`src/rtl/serial_subtractor.sv`:
```
// Bit-serial WIDTH-bit subtractor: one full-subtractor step per clock, LSB first,
// with parallel load, parallel result and a start/busy/done handshake.
module serial_subtractor #(
    parameter int WIDTH = 8
) (
    input  logic             clk,
    input  logic             rst,
    input  logic             start,
    input  logic [WIDTH-1:0] a,
    input  logic [WIDTH-1:0] b,
    input  logic             bin,
    output logic             busy,
    output logic             done,
    output logic [WIDTH-1:0] diff,
    output logic             bout
);

    localparam int CW = (WIDTH > 1) ? $clog2(WIDTH) : 1;

    typedef enum logic [1:0] {
        S_IDLE,
        S_SHIFT,
        S_DONE
    } state_t;

    state_t           r_state;
    state_t           w_next;
    logic [WIDTH-1:0] r_a;
    logic [WIDTH-1:0] r_b;
    logic [WIDTH-1:0] r_res;
    logic [WIDTH-1:0] r_diff;
    logic             r_bout;
    logic             r_borrow;
    logic [CW-1:0]    r_cnt;

    logic             w_ai;
    logic             w_bi;
    logic             w_d;
    logic             w_bo;
    logic             w_last;
    logic [WIDTH-1:0] w_res_next;

    assign w_ai   = r_a[0];
    assign w_bi   = r_b[0];
    assign w_d    = w_ai ^ w_bi ^ r_borrow;
    assign w_bo   = (~w_ai & w_bi) | (~(w_ai ^ w_bi) & r_borrow);
    assign w_last = (r_cnt == CW'(WIDTH - 1));

    // Result fills from the MSB end so the first (LSB) step lands in bit 0 after WIDTH steps.
    generate
        if (WIDTH == 1) begin : g_one
            assign w_res_next = w_d;
        end else begin : g_wide
            assign w_res_next = {w_d, r_res[WIDTH-1:1]};
        end
    endgenerate

    always_ff @(posedge clk or posedge rst) begin
        if (rst) begin
            r_state  <= S_IDLE;
            r_a      <= '0;
            r_b      <= '0;
            r_res    <= '0;
            r_diff   <= '0;
            r_bout   <= 1'b0;
            r_borrow <= 1'b0;
            r_cnt    <= '0;
        end else begin
            r_state <= w_next;
            case (r_state)
                S_IDLE: begin
                    if (start) begin
                        r_a      <= a;
                        r_b      <= b;
                        r_borrow <= bin;
                        r_cnt    <= '0;
                    end
                end
                S_SHIFT: begin
                    r_res    <= w_res_next;
                    r_borrow <= w_bo;
                    r_a      <= r_a >> 1;
                    r_b      <= r_b >> 1;
                    r_cnt    <= r_cnt + CW'(1);
                    // Outputs update only here, so partial results never reach diff.
                    if (w_last) begin
                        r_diff <= w_res_next;
                        r_bout <= w_bo;
                    end
                end
                default: ;
            endcase
        end
    end

    always_comb begin
        w_next = r_state;
        busy   = 1'b0;
        done   = 1'b0;
        case (r_state)
            S_IDLE: begin
                if (start) w_next = S_SHIFT;
            end
            S_SHIFT: begin
                busy = 1'b1;
                if (w_last) w_next = S_DONE;
            end
            S_DONE: begin
                done   = 1'b1;
                w_next = S_IDLE;
            end
            default: w_next = S_IDLE;
        endcase
    end

    assign diff = r_diff;
    assign bout = r_bout;

endmodule

```
`config.mk`:
```
export PLATFORM = sky130hd
export DESIGN_NAME = serial_subtractor
export DESIGN_NICKNAME = d
export VERILOG_FILES = /design/src/rtl/serial_subtractor.sv
export SDC_FILE = /design/constraint.sdc
export NUM_CORES = 1
export LEC_CHECK = 0
export BUFFER_PORTS_ARGS = -buffer_cell sky130_fd_sc_hd__buf_2
export CORE_UTILIZATION = 59
export DETAILED_ROUTE_END_ITERATION = 6
export MAX_ROUTING_LAYER = met4
export PLACE_DENSITY = 0.83
export SLEW_MARGIN = 20
export SYNTH_ARGS = -nofsm -noshare
export SYNTH_HDL_FRONTEND = slang
export SYNTH_SLANG_ARGS = --single-unit
```
`constraint.sdc`:
```
create_clock -name clk -period 4.27 [get_ports clk]
set_input_delay 0 -clock clk [delete_from_list [all_inputs] [get_ports clk]]
set_output_delay 0 -clock clk [all_outputs]
set_load 0.02 [all_outputs]
```
==> qor.yml <==
core_area_mm2: 0.00288
vias_per_cell: 5.46
die_h_um: 58.1
skew_ns: 0.00922
end_kind: "output pin"
vias: 1179
swShare_pct: 35.5
wl_per_cell_um: 14.0
cts_root_buf: "clkbuf_4"
dieArea_mm2: 0.00338
cts_tree: "built"
yosysUniqueCellTypes: 23
synth_seq_cells: 38
syn_inst: 145
postSynthAreaPerCell_um2: 12.8
insertion_delay_ns: 0.34
worstPathArrival_ns: 1.76
p_sw_uw: 536
finalPower_mw: 1.51
start_util_pct: 64.5
synth.cell_area_mm2: 0.00186
fin_crit_sh_pct: 41.2
cts_hold_buf: 3
fillCellCount: 213
final_cells: 216
drtAntennaViolNets: 0
max_freq_ghz: 0.568
port_buffers: 30
postLayoutCoreUtil_pct: 72.2
final_max_slew_viol_count: 0
hold_path_class: "in2reg"
tns_ns: 0
ioPinCount: 31
p_per_area_mw_per_mm2: 726
seqPwrFrac_pct: 45.3
clk_pin_slew_ns: 0.12
critPathKind: "reg2out"
post_cts_buffers: 0
rows: 19
dp_hpwl_um: 1970
placed_cells: 205
drt-pass1-iter-count: 6
overflow: 0
combPwrFrac_pct: 38.5
leakagePower_nw: 0.983
required_ns: 4.27
final_common_cell: "dfrtp_1"
area_growth_syn_to_layout_pct: 11.9
wl_um: 3010
cts_made_buffers: 5
synth_fp_nets: 168
drt-initial-drc-count: 31
yosys_warnings: 0
crit_start: "r_state[0]$_DFFE_PP0P_"
grt_pass1_wl_um: 5160
track_usage_pct: 21.3
reg2reg_depth: 2
ir_worst_vdd_uv: 515
status: "completed"
post_cts_resized: 0
hold_viol: 0
tightest_slew_ns: 0.598
ys_seq_area_share_pct: 51.2
clock-sinks: 38
cp-start-kind: "register"
first_global_vias: 1125
r2r_setup_slack_ns: 2.60
fin_hold_ws_ns: 0.00493
min_period_ns: 1.76
p_int_uw: 972
cts_buffer_depth: 2
drv_cap: 0
rsz0062_at_grt: "false"
die_w_um: 58.1
max-slew-margin-rel_pct: 60.2
worstPathMaxFanout: 36
diodes: 0
r2r-end: "r_res[1]$_DFFE_PP0P_"
final_cell_mix: "36 x dfrtp_1, 30 x buf_2, 18 x inv_1"
crit_end: "busy"
drive_above_1_share_pct: 34.5
htreeDepth: 2
pwr-share-clk_pct: 16.1
route.detailed.drc: 0
finalSetupViolations: 0
grt_max_degree: 39
antenna_found_initial: 0
timing.rr.start: "r_state[0]$_DFFE_PP0P_"
gp_congestion: 0.724
fin_nets: 196
==> power groups by stage <==
stage	Combinational (mW)	Sequential (mW)	Clock, mW
3_5_place_dp	0.587	0.690	0
2_1_floorplan	0.495	0.672	0
3_3_place_gp	0.563	0.676	0
6_report	0.581	0.684	0.243
5_1_grt	0.641	0.712	0.262
4_1_cts	0.590	0.682	0.249
==> cell usage after synthesis <==
master    count  area, µm²
a211oi_1     14        105
a21oi_1       1       5.00
a221oi_1      1       8.76
a22o_1        4       35.0
buf_2         4       20.0
buf_4         1       7.51
buf_6         6       67.6
clkbuf_1      1       3.75
clkbuf_2      1       5.00
dfrtp_1      38        951
fa_1          1       20.0
ha_1          2       25.0
inv_1        18       67.6
mux2_2        8       90.1
mux2_4        8        120
mux2i_1       1       10.0
nand2b_1      2       12.5
nand3b_4      1       20.0
nor2b_1       1       6.26
nor2b_4       1       13.8
nor3b_1      15        113
nor4b_1      15        131
o21bai_4      1       18.8
==> worst max-delay path, stage by stage, from the launching register on <==
cell	delay, ns
dfrtp_2	0.75
nor2b_4	0.43
buf_2	0.23
==> state kept, by name, indices dropped and copies added, names as in the netlist <==
name / flops
r_a: 8
r_res: 7
r_state: 2
diff: 8
r_b: 8
bout: 1
r_cnt: 3
r_borrow: 1
==> through the flow <==
stage                     worst slack (ns)  instance area, µm²
after floorplan                       2.85                1860
after global placement                2.35                1960
after detailed placement              2.28                1960
after CTS                             2.16                2080
after global routing                  2.37                2080
final                                 2.51                2080
==> layout make-up <==
class | instances | area (µm²) | share of cell area [%]
tap | 42 | 52.6 | 2.53
clock buffer | 5 | 37.5 | 1.81
timing repair buffer | 34 | 188 | 9.03
clock inverter | 3 | 45.0 | 2.17
inverter | 18 | 67.6 | 3.25
multi-input combinational | 76 | 734 | 35.3
sequential | 38 | 953 | 45.9
==> metal layers <==
layer	wire (µm)	global-route usage [%]	up-vias
li1	-	-	576
met1	1430	28.2	574
met2	1390	31.4	23
met3	117	4.69	6
met4	70	10.2	0
met5	0	-	-
==> worst min path at each step <==
stage,startpoint,to,slack (ns),depth (start not counted)
floorplan,a[7],r_a[7]$_DFFE_PP0P_,0.13,1
global placement,rst,diff[3]$_DFFE_PP0P_,0.12,3
detailed placement,rst,diff[3]$_DFFE_PP0P_,0.13,3
CTS,b[2],r_b[2]$_DFFE_PP0P_,0.0007,3
global route,b[2],r_b[2]$_DFFE_PP0P_,0.02,3
finish,b[2],r_b[2]$_DFFE_PP0P_,0.005,3
==> cell families after synthesis <==
| group | count (synthesis) | synth area share [%] |
|---|---|---|
| flip-flops | 38 | 51.2 |
| adder cells (fa/ha/maj) | 3 | 2.43 |
| buffers and inverters | 31 | 9.23 |
| AO/OA/AOI/OAI | 21 | 9.30 |
| AND/OR/NAND/NOR | 35 | 16.0 |
| multiplexers | 17 | 11.9 |
No activity file was read; power rests on OpenSTA's default activity.
